### src/rtl/score_pkg.sv
// rtl/score_pkg.sv - shared encodings for the scoreboard game controller
package score_pkg;

    typedef enum logic [1:0] {
        ST_IDLE  = 2'b00,
        ST_PLAY  = 2'b01,
        ST_WON_A = 2'b10,
        ST_WON_B = 2'b11
    } state_t;

    localparam logic TEAM_A = 1'b0;
    localparam logic TEAM_B = 1'b1;
    localparam logic DIR_UP = 1'b1;
    localparam logic DIR_DN = 1'b0;

    localparam int DEF_WIN_SCORE = 11;

endpackage

### src/rtl/score_ctrl_btn_edge.sv
// rtl/score_ctrl_btn_edge.sv - button history register with rising-edge pulse
module btn_edge (
    input  logic clk,
    input  logic rst_n,
    input  logic btn,
    output logic pulse
);

    logic btn_q;

    always_ff @(posedge clk or negedge rst_n) begin
        if (!rst_n) begin
            btn_q <= 1'b0;
        end else begin
            btn_q <= btn;
        end
    end

    assign pulse = btn & ~btn_q;

endmodule

### src/rtl/score_ctrl.sv
// rtl/score_ctrl.sv - two-team score controller with round-robin update channel
module score_ctrl
    import score_pkg::*;
#(
    parameter int BW        = 7,
    parameter int WIN_SCORE = DEF_WIN_SCORE
) (
    input  logic          clk_i,
    input  logic          rst_i,
    input  logic          start_i,
    input  logic          clr_i,
    input  logic          btn_a_up_i,
    input  logic          btn_a_dn_i,
    input  logic          btn_b_up_i,
    input  logic          btn_b_dn_i,
    input  logic          upd_ready_i,
    output logic          upd_valid_o,
    output logic          upd_team_o,
    output logic          upd_dir_o,
    output logic [BW-1:0] score_a_o,
    output logic [BW-1:0] score_b_o,
    output logic [1:0]    state_o,
    output logic          drop_o
);

    localparam logic [BW-1:0] WIN = BW'(WIN_SCORE);

    logic ev_a_up, ev_a_dn, ev_b_up, ev_b_dn;

    btn_edge u_a_up (.clk(clk_i), .rst_n(rst_i), .btn(btn_a_up_i), .pulse(ev_a_up));
    btn_edge u_a_dn (.clk(clk_i), .rst_n(rst_i), .btn(btn_a_dn_i), .pulse(ev_a_dn));
    btn_edge u_b_up (.clk(clk_i), .rst_n(rst_i), .btn(btn_b_up_i), .pulse(ev_b_up));
    btn_edge u_b_dn (.clk(clk_i), .rst_n(rst_i), .btn(btn_b_dn_i), .pulse(ev_b_dn));

    state_t        state, state_nxt;
    logic          pend_a, pend_b, dir_a, dir_b, rr;
    logic          valid, team, dir, drop;
    logic [BW-1:0] score_a, score_b;

    logic          pend_a_nxt, pend_b_nxt, dir_a_nxt, dir_b_nxt, rr_nxt;
    logic          valid_nxt, team_nxt, dir_nxt, drop_nxt;
    logic [BW-1:0] score_a_nxt, score_b_nxt;
    logic          commit, free, win_a, win_b, gnt_a, gnt_b;

    // A cleared handshake never commits, so clr cannot also trigger a win.
    assign commit = valid & upd_ready_i & ~clr_i;
    assign free   = ~valid | commit;
    assign win_a  = commit & (team == TEAM_A) & (dir == DIR_UP) & ((score_a + BW'(1)) == WIN);
    assign win_b  = commit & (team == TEAM_B) & (dir == DIR_UP) & ((score_b + BW'(1)) == WIN);

    always_ff @(posedge clk_i or negedge rst_i) begin
        if (!rst_i) begin
            state <= ST_IDLE;
        end else begin
            state <= state_nxt;
        end
    end

    always_comb begin
        state_nxt = state;
        case (state)
            ST_IDLE: if (start_i) state_nxt = ST_PLAY;
            ST_PLAY: begin
                if (win_a)      state_nxt = ST_WON_A;
                else if (win_b) state_nxt = ST_WON_B;
            end
            default: ;
        endcase
        if (clr_i) state_nxt = ST_IDLE;
    end

    always_comb begin
        pend_a_nxt  = pend_a;
        pend_b_nxt  = pend_b;
        dir_a_nxt   = dir_a;
        dir_b_nxt   = dir_b;
        rr_nxt      = rr;
        valid_nxt   = valid & ~commit;
        team_nxt    = team;
        dir_nxt     = dir;
        drop_nxt    = 1'b0;
        score_a_nxt = score_a;
        score_b_nxt = score_b;
        gnt_a       = 1'b0;
        gnt_b       = 1'b0;

        if (commit) begin
            if (team == TEAM_A) begin
                if (dir == DIR_UP)        score_a_nxt = score_a + BW'(1);
                else if (score_a != '0)   score_a_nxt = score_a - BW'(1);
            end else begin
                if (dir == DIR_UP)        score_b_nxt = score_b + BW'(1);
                else if (score_b != '0)   score_b_nxt = score_b - BW'(1);
            end
        end

        if (free) begin
            if (pend_a && pend_b) begin
                gnt_a  = (rr == TEAM_B);
                gnt_b  = (rr == TEAM_A);
                rr_nxt = ~rr;
            end else begin
                gnt_a = pend_a;
                gnt_b = pend_b;
            end
        end

        // Down requests are filtered against the post-commit score.
        if (gnt_a) begin
            pend_a_nxt = 1'b0;
            if (dir_a == DIR_UP || score_a_nxt != '0) begin
                valid_nxt = 1'b1;
                team_nxt  = TEAM_A;
                dir_nxt   = dir_a;
            end
        end
        if (gnt_b) begin
            pend_b_nxt = 1'b0;
            if (dir_b == DIR_UP || score_b_nxt != '0) begin
                valid_nxt = 1'b1;
                team_nxt  = TEAM_B;
                dir_nxt   = dir_b;
            end
        end

        if (state == ST_PLAY) begin
            if (ev_a_up ^ ev_a_dn) begin
                if (pend_a) begin
                    drop_nxt = 1'b1;
                end else begin
                    pend_a_nxt = 1'b1;
                    dir_a_nxt  = ev_a_up;
                end
            end
            if (ev_b_up ^ ev_b_dn) begin
                if (pend_b) begin
                    drop_nxt = 1'b1;
                end else begin
                    pend_b_nxt = 1'b1;
                    dir_b_nxt  = ev_b_up;
                end
            end
        end

        if (win_a || win_b) begin
            pend_a_nxt = 1'b0;
            pend_b_nxt = 1'b0;
            valid_nxt  = 1'b0;
        end

        if (clr_i) begin
            pend_a_nxt  = 1'b0;
            pend_b_nxt  = 1'b0;
            valid_nxt   = 1'b0;
            drop_nxt    = 1'b0;
            score_a_nxt = '0;
            score_b_nxt = '0;
        end
    end

    always_ff @(posedge clk_i or negedge rst_i) begin
        if (!rst_i) begin
            pend_a  <= 1'b0;
            pend_b  <= 1'b0;
            dir_a   <= 1'b0;
            dir_b   <= 1'b0;
            rr      <= TEAM_B;
            valid   <= 1'b0;
            team    <= 1'b0;
            dir     <= 1'b0;
            drop    <= 1'b0;
            score_a <= '0;
            score_b <= '0;
        end else begin
            pend_a  <= pend_a_nxt;
            pend_b  <= pend_b_nxt;
            dir_a   <= dir_a_nxt;
            dir_b   <= dir_b_nxt;
            rr      <= rr_nxt;
            valid   <= valid_nxt;
            team    <= team_nxt;
            dir     <= dir_nxt;
            drop    <= drop_nxt;
            score_a <= score_a_nxt;
            score_b <= score_b_nxt;
        end
    end

    assign upd_valid_o = valid;
    assign upd_team_o  = team;
    assign upd_dir_o   = dir;
    assign score_a_o   = score_a;
    assign score_b_o   = score_b;
    assign state_o     = state;
    assign drop_o      = drop;

endmodule

### config.mk
export PLATFORM = sky130hd
export DESIGN_NAME = score_ctrl
export DESIGN_NICKNAME = d
export VERILOG_FILES = /design/src/rtl/score_pkg.sv /design/src/rtl/score_ctrl_btn_edge.sv /design/src/rtl/score_ctrl.sv
export SDC_FILE = /design/constraint.sdc
export NUM_CORES = 1
export LEC_CHECK = 0
export ABC_AREA = 1
export CAP_MARGIN = 10
export CELL_PAD_IN_SITES_DETAIL_PLACEMENT = 1
export CELL_PAD_IN_SITES_GLOBAL_PLACEMENT = 2
export CORE_UTILIZATION = 30
export CTS_BUF_LIST = sky130_fd_sc_hd__clkbuf_8
export DETAILED_ROUTE_END_ITERATION = 12
export GPL_TIMING_DRIVEN = 1
export PLACE_DENSITY_LB_ADDON = 0.05
export SYNTH_ARGS = -nofsm -noshare
export SYNTH_HDL_FRONTEND = slang
export SYNTH_SLANG_ARGS = --single-unit
### constraint.sdc
create_clock -name clk_i -period 3.3 [get_ports clk_i]
set_input_delay 0.495 -clock clk_i [delete_from_list [all_inputs] [get_ports clk_i]]
set_output_delay 0.495 -clock clk_i [all_outputs]
set_load 0.05 [all_outputs]
### Word level (Yosys, flattened, before mapping)

Cells that the tools add are included.
Widths: inputs -> output; s select.

| storage, ports and cells | value |
|---|---|
| output and inout port bits | 20 |
| bits in registers | 29 |
| bits of input ports | 9 |

| operators by class | value |
|---|---|
| equality and inequality tests | 5 |
| bitwise gates (word level) | 27 |
| reduce and logical (&&, ||, !) cells | 14 |
| add/sub/neg operators | 4 |
| muxes and demuxes | 51 |

Operator list:

| cell | count |
|---|---|
| $mux 7 | 10 |
| $mux 1 | 36 |
| $reduce_bool 7->1 | 4 |
| $add 7x1->7 const B | 2 |
| $eq 7x4->1 const B | 2 |
| $sub 7x1->7 const B | 2 |
| $and 1x1->1 | 13 |
| $not 1->1 | 11 |
| $reduce_and 3->1 | 3 |
| $mux 2 | 4 |
| $ne 4x4->1 const B | 1 |
| $pmux 2 s2 | 1 |
| $logic_or 1x1->1 | 3 |
| $ne 3x3->1 const B | 1 |
| $reduce_bool 3->1 | 1 |
| $eq 2x1->1 const B | 1 |
| $logic_not 2->1 | 1 |
| $reduce_and 2->1 | 1 |
| $xor 1x1->1 | 2 |
| $logic_and 1x1->1 | 1 |
| $or 1x1->1 | 1 |

### Logic depth before layout (Yosys ltp)

| logic depth | value |
|---|---|
| depth in word-level cells | 13 |
| mapped depth | 18 |
| depth with buffers taken out | 18 |

### Modules after synthesis

A second synthesis with hierarchy kept.

| second synthesis, totals | value |
|---|---|
| cell total of the unflattened synthesis | 343 |
| area, all modules | 2223.4 sq um |

By module, submodules not included:

| module | seq. area each (sq um) | cells each | times used | area each (sq um) |
|---|---|---|---|---|
| score_ctrl | 626.9 | 331 | 1 | 2083.2 |
| btn_edge | 25.0 | 3 | 4 | 35.0 |

### Worst setup path after synthesis

No wires, ideal clock.

| timing path | value |
|---|---|
| kind | register to register |
| start point | reg score_a[0] (netlist: score_a_o[0]) |
| end point | reg dir (netlist: upd_dir_o) |
| cell stages (with the launch flop) | 18 |
| data required time | 3235 ps |
| arrival | 2068 ps |
| path buffers | 0 |
| path slack | 1168 ps |
| clock period less this slack | 2132 ps |
| path through | dfrtp_1 -> inv_1 -> ha_1 -> inv_1 -> nor2_1 -> nand4_1 -> nand2_2 -> nand2_1 -> nand2_1 -> nor2_1 -> nand2_1 -> nor2_2 -> nand2_1 -> nand2_1 -> nand2_1 -> nand2_1 -> nand2_1 -> nand2_1 |

| between the ends | value |
|---|---|
| longest elaborated chain between the ends | 11 |
| elaborated cells on any way between the ends | 13 |

Ends and longest elaborated chain:

| element | RTL line | RTL |
|---|---|---|
| start, declared | score_ctrl.sv:38 | `logic [BW-1:0] score_a, score_b;` |
| start signal, assigned | score_ctrl.sv:184 | `score_a <= score_a_nxt;` |
| $sub 7x1->7 / $reduce_bool 7->1 (equally long branches) | score_ctrl.sv:90 | `else if (score_a != '0) score_a_nxt = score_a - BW'(1);` |
| $mux 7 | score_ctrl.sv:90 |  |
| $mux 7 | score_ctrl.sv:89 | `if (dir == DIR_UP) score_a_nxt = score_a + BW'(1);` |
| $mux 7 | score_ctrl.sv:88 | `if (team == TEAM_A) begin` |
| $mux 7 (*) | score_ctrl.sv:87 | `if (commit) begin` |
| $reduce_bool 7->1 (*) | score_ctrl.sv:111 | `if (dir_a == DIR_UP \|\| score_a_nxt != '0) begin` |
| $logic_or 1x1->1 (*) | score_ctrl.sv:111 |  |
| $mux 1 (*) | score_ctrl.sv:111 |  |
| $mux 1 (*) | score_ctrl.sv:109 | `if (gnt_a) begin` |
| $mux 1 | score_ctrl.sv:119 | `if (dir_b == DIR_UP \|\| score_b_nxt != '0) begin` |
| $mux 1 (*) | score_ctrl.sv:117 | `if (gnt_b) begin` |
| named net dir_nxt | score_ctrl.sv:41 | `logic valid_nxt, team_nxt, dir_nxt, drop_nxt;` |
| end signal, assigned | score_ctrl.sv:182 | `dir <= dir_nxt;` |
| end, declared | score_ctrl.sv:37 | `logic valid, team, dir, drop;` |

Mark *: on every way through the listed nets, which the timed path passes. The rest lies on a longest branch.
A chain may end at the register's enable or synchronous reset.

### Worst setup path after layout

| timing path | value |
|---|---|
| start point | reg score_a[2] (netlist: score_a_o[2]) |
| end point | out score_a_o[2] |

RTL lines:

| element | RTL line | RTL |
|---|---|---|
| end, declared | score_ctrl.sv:20 | `output logic [BW-1:0] score_a_o,` |

No word-level cell between the ends.

==> tab_implementation.tex <==
\begin{tabular}{lr}
\hline
Metric & Value \\
\hline
\multicolumn{2}{l}{\textbf{Floorplanning}} \\
\quad Full die area & 7670 sq um \\
\quad Die span in x & 87.58 um \\
\quad Chip Height & 87.58 um \\
\quad Total core area & 6944 sq um \\
\quad I/O pin count & 29 \\
\quad Starting Density & 31.64\% \\
\quad Cell Rows & 30 \\
\multicolumn{2}{l}{\textbf{Place}} \\
\quad DP Cell Count & 446 \\
\quad Count of port buffers added during placement & 28 \\
\quad Worst setup slack before clock tree synthesis & 0.9279 ns \\
\quad HPWL after detailed placement & 4938 um \\
\quad Cell Area, Placed & 2585 sq um \\
\quad Gp weighted congestion & 0.7824 \\
\multicolumn{2}{l}{\textbf{CTS}} \\
\quad Source-to-sink clock delay at the later pin of the worst-skew pair & 0.28 ns \\
\quad Number of instances resized during post-cts repair & 0 \\
\quad Clock buffers created by TritonCTS & 5 \\
\quad Setup repair bufs after CTS & 0 \\
\quad CTS tree & built \\
\quad Number of clock sinks & 29 \\
\quad CTS clock-pin slew for the worst setup and hold paths & 0.07 ns \\
\quad Hold buffer count at cts & 0 \\
\quad Master cell of the clock root buffer & sky130\_fd\_sc\_hd\_\_clkbuf\_8 \\
\quad Deepest level of the CTS H-tree & 2 \\
\quad Buffer depth of the longest clock path & 2 \\
\multicolumn{2}{l}{\textbf{Routing}} \\
\quad Antenna-violating nets left & 0 \\
\quad DR iter-0 viols & 95 \\
\quad Post-Route WL & 6282 um \\
\quad Average vias per placed instance & 4.707 \\
\quad DR DRC count & 0 \\
\quad Routed wire per std cell & 13.84 um \\
\quad First-pass iteration count of the detailed router & 4 \\
\quad Via count & 2137 \\
\multicolumn{2}{l}{\textbf{Synth}} \\
\quad Seq/Total Area, Yosys & 33.09\% \\
\quad Post-synth ARST share & 100.0\% \\
\quad Area leader, netlist & sky130\_fd\_sc\_hd\_\_dfrtp\_1 \\
\quad Count of state elements after synthesis & 29 \\
\quad Post-Synthesis Net Count & 340 \\
\quad Number of synthesis warnings & 0 \\
\quad Dominant register cell in the synthesized netlist & sky130\_fd\_sc\_hd\_\_dfrtp\_1 \\
\quad Most instantiated cells after synthesis & sky130\_fd\_sc\_hd\_\_nand2\_1 (97), sky130\_fd\_sc\_hd\_\_nor2\_1 (40), sky130\_fd\_sc\_hd\_\_inv\_1 (37), sky130\_fd\_sc\_hd\_\_nand3\_1 (35), sky130\_fd\_sc\_hd\_\_dfrtp\_1 (28) \\
\quad Syn\_area\_per\_cell & 6.781 sq um \\
\quad Number of unique standard cell types used by synthesis & 35 \\
\quad Leading cell type by number of instances after synthesis & sky130\_fd\_sc\_hd\_\_nand2\_1 \\
\quad Most area-consuming cells after synthesis & sky130\_fd\_sc\_hd\_\_dfrtp\_1 (32\%), sky130\_fd\_sc\_hd\_\_nand2\_1 (17\%), sky130\_fd\_sc\_hd\_\_nand3\_1 (8.0\%) \\
\quad Share of Yosys cell area claimed by the top area cell type & 31.89\% \\
\quad Number of flops mapped to enable cells by yosys & 0 \\
\quad Post-synthesis cell count & 324 \\
\quad Syn Std Cell Area & 2197 sq um \\
\multicolumn{2}{l}{\textbf{Worst hold path}} \\
\quad Hold Crit Endpoint & dir\_a\$\_DFFE\_PN0P\_ \\
\quad Hold path depth & 1 \\
\quad Startpoint of the worst hold path & u\_a\_up.btn\_q\$\_DFF\_PN0\_ \\
\quad Worst Hold Class & flip-flop to flip-flop \\
\multicolumn{2}{l}{\textbf{Cells and area}} \\
\quad Layout filler cell count & 900 \\
\quad Area delta synth->final & 23.12\% \\
\quad Layout net count & 373 \\
\quad Antenna Diode Count & 0 \\
\quad Share of layout cells above drive strength 1 & 11.17\% \\
\quad Final cell count without fillers & 454 \\
\quad Final non-filler cell area & 2705 sq um \\
\quad End-of-flow core utilization & 38.96\% \\
\multicolumn{2}{l}{\textbf{STA}} \\
\quad Sum of negative setup slack & 0 ns \\
\quad Slew Limit Fails & 0 \\
\quad Worst Tran Pin Value & 0.5047 ns \\
\quad RSZ-0062 raised after global routing & false \\
\quad Final Hold Vio Count & 0 \\
\quad Peak Freq & 430.0 MHz \\
\quad Tightest slew margin relative to the limit & 66.25\% \\
\quad Final Skew & 0.007609 ns \\
\quad Hold Slack & 0.4561 ns \\
\quad Final critical-path share of the clock period & 70.48\% \\
\quad Min Tclk post-route & 2.326 ns \\
\quad Setup slack after layout & 0.9742 ns \\
\quad Number of setup violations in the final report & 0 \\
\multicolumn{2}{l}{\textbf{Critical path}} \\
\quad Cell at the slowest stage of the critical path & sky130\_fd\_sc\_hd\_\_clkdlybuf4s50\_1 \\
\quad Critical path's top delay family & buffers and inverters \\
\quad Worst r2r path cells & 16 \\
\quad Arrival time at the worst endpoint & 1.83 ns \\
\quad Peak per-stage delay on the critical path & 0.90 ns \\
\quad Largest fanout on the critical path & 10 \\
\quad Cells traversed along the worst timing path & clkdlybuf4s50\_1 \\
\quad Crit start category & flip-flop \\
\quad Critical R2R Launch & score\_a\_o[0]\$\_DFF\_PN0\_ \\
\quad Reg2reg end & upd\_dir\_o\$\_DFF\_PN0\_ \\
\quad CP Capture Type & output pin \\
\quad Data required time at the worst endpoint & 2.80 ns \\
\quad Count of buffering cells on the critical path with inverters included & 1 \\
\quad Register-to-register setup slack & 1.09 ns \\
\quad Crit path kind & flip-flop to output pin \\
\multicolumn{2}{l}{\textbf{Run}} \\
\quad Max-cap violation count & 0 \\
\multicolumn{2}{l}{\textbf{Power}} \\
\quad Worst vdd ir & 0.2666 mV \\
\quad Switching fraction of total power & 36.37\% \\
\quad Switching power of the nets & 0.4308 mW \\
\quad Tot Pwr & 1.184 mW \\
\quad Sequential group share of total power & 37.4\% \\
\quad Clock share of power & 33.4\% \\
\quad Internal & 0.7535 mW \\
\quad Fraction of power consumed by combinational cells & 29.1\% \\
\quad P per Cell Area & 437.8 nW/um\^{}2 \\
\quad Leakage & 1.325 nW \\
\multicolumn{2}{l}{\textbf{Global routing}} \\
\quad Pin count of the biggest net entering global routing & 30 \\
\quad Total routing resource utilization after global routing & 18.02\% \\
\quad Number of antenna violations at the first check in global routing & 0 \\
\quad Vias in the first global route & 2155 \\
\quad Leftover overflow at the end of global routing & 0 \\
\quad Global-route wire length before repair & 10700 um \\
\quad Busiest layer in global routing & met2 \\
\quad Met2 track utilization from global routing & 27.77\% \\
\quad Grt met1 use & 26.89\% \\
\quad Global-route track usage on met3 & 2.451\% \\
\multicolumn{2}{l}{\textbf{Outcome}} \\
\quad Result of the run & finished, final reports clean \\
\hline
\end{tabular}
layer usage:
layer | share of wire [%] | vias to the layer above
li1 | - | 1106
met1 | 53 | 1000
met2 | 44 | 27
met3 | 2.0 | 4
met4 | 0.59 | 0
met5 | 0 | -
cell type report:
class	count	area, sq um	area share (%)
Clock inverter	2	37.54	1.388
Tap cell	96	120.1	4.440
Multi-Input combinational cell	246	1265	46.76
Timing Repair Buffer	31	302.8	11.19
Clock buffer	6	82.58	3.053
Inverter	44	170.2	6.290
Sequential cell	29	726.9	26.87
power by group through the flow:
stage	combinational, mW	sequential (mW)	clock, mW
global route	0.385	0.450	0.426
detailed placement	0.350	0.452	0
CTS	0.351	0.445	0.412
global placement	0.353	0.452	0
floorplan	0.178	0.501	0
finish	0.345	0.443	0.396
how the worst max path moves through the flow:
| stage | start | end | slack, ns | cells after the start |
|---|---|---|---|---|
| 3_3_place_gp | upd_ready_i | pend_b$_DFF_PN0_ | 0.92 | 10 |
| 6_report | score_a_o[2]$_DFF_PN0_ | score_a_o[2] | 0.97 | 1 |
| 3_5_place_dp | upd_ready_i | pend_b$_DFF_PN0_ | 0.93 | 10 |
| 2_1_floorplan | score_a_o[0]$_DFF_PN0_ | upd_dir_o$_DFF_PN0_ | 1.17 | 17 |
| 4_1_cts | score_a_o[2]$_DFF_PN0_ | score_a_o[2] | 0.98 | 1 |
| 5_1_grt | score_a_o[0]$_DFF_PN0_ | upd_dir_o$_DFF_PN0_ | 0.76 | 17 |
layout by cell type (no fill, tap or decap), types with 7 or more instances in the layout:
cell                              Yosys  layout
sky130_fd_sc_hd__clkdlybuf4s50_1      0      28
sky130_fd_sc_hd__nand2_1             97      97
sky130_fd_sc_hd__ha_1                 7       7
sky130_fd_sc_hd__dfrtp_1             28      28
sky130_fd_sc_hd__inv_1               37      37
sky130_fd_sc_hd__nand3_1             35      35
sky130_fd_sc_hd__a21oi_1             12      12
sky130_fd_sc_hd__nor2_1              40      40
sky130_fd_sc_hd__nand4_1              8       8
logic make-up after synthesis:
family	Yosys count	share of synthesized area (%)
adders and majority gates	7	3.986
AOI/OAI and AO/OA	31	8.143
buffers and inverters	49	9.339
and+or+nand+nor	202	43.05
DFF	29	33.09
xor gates and xnor gates	6	2.392
Power figures use the tool's default switching activity.
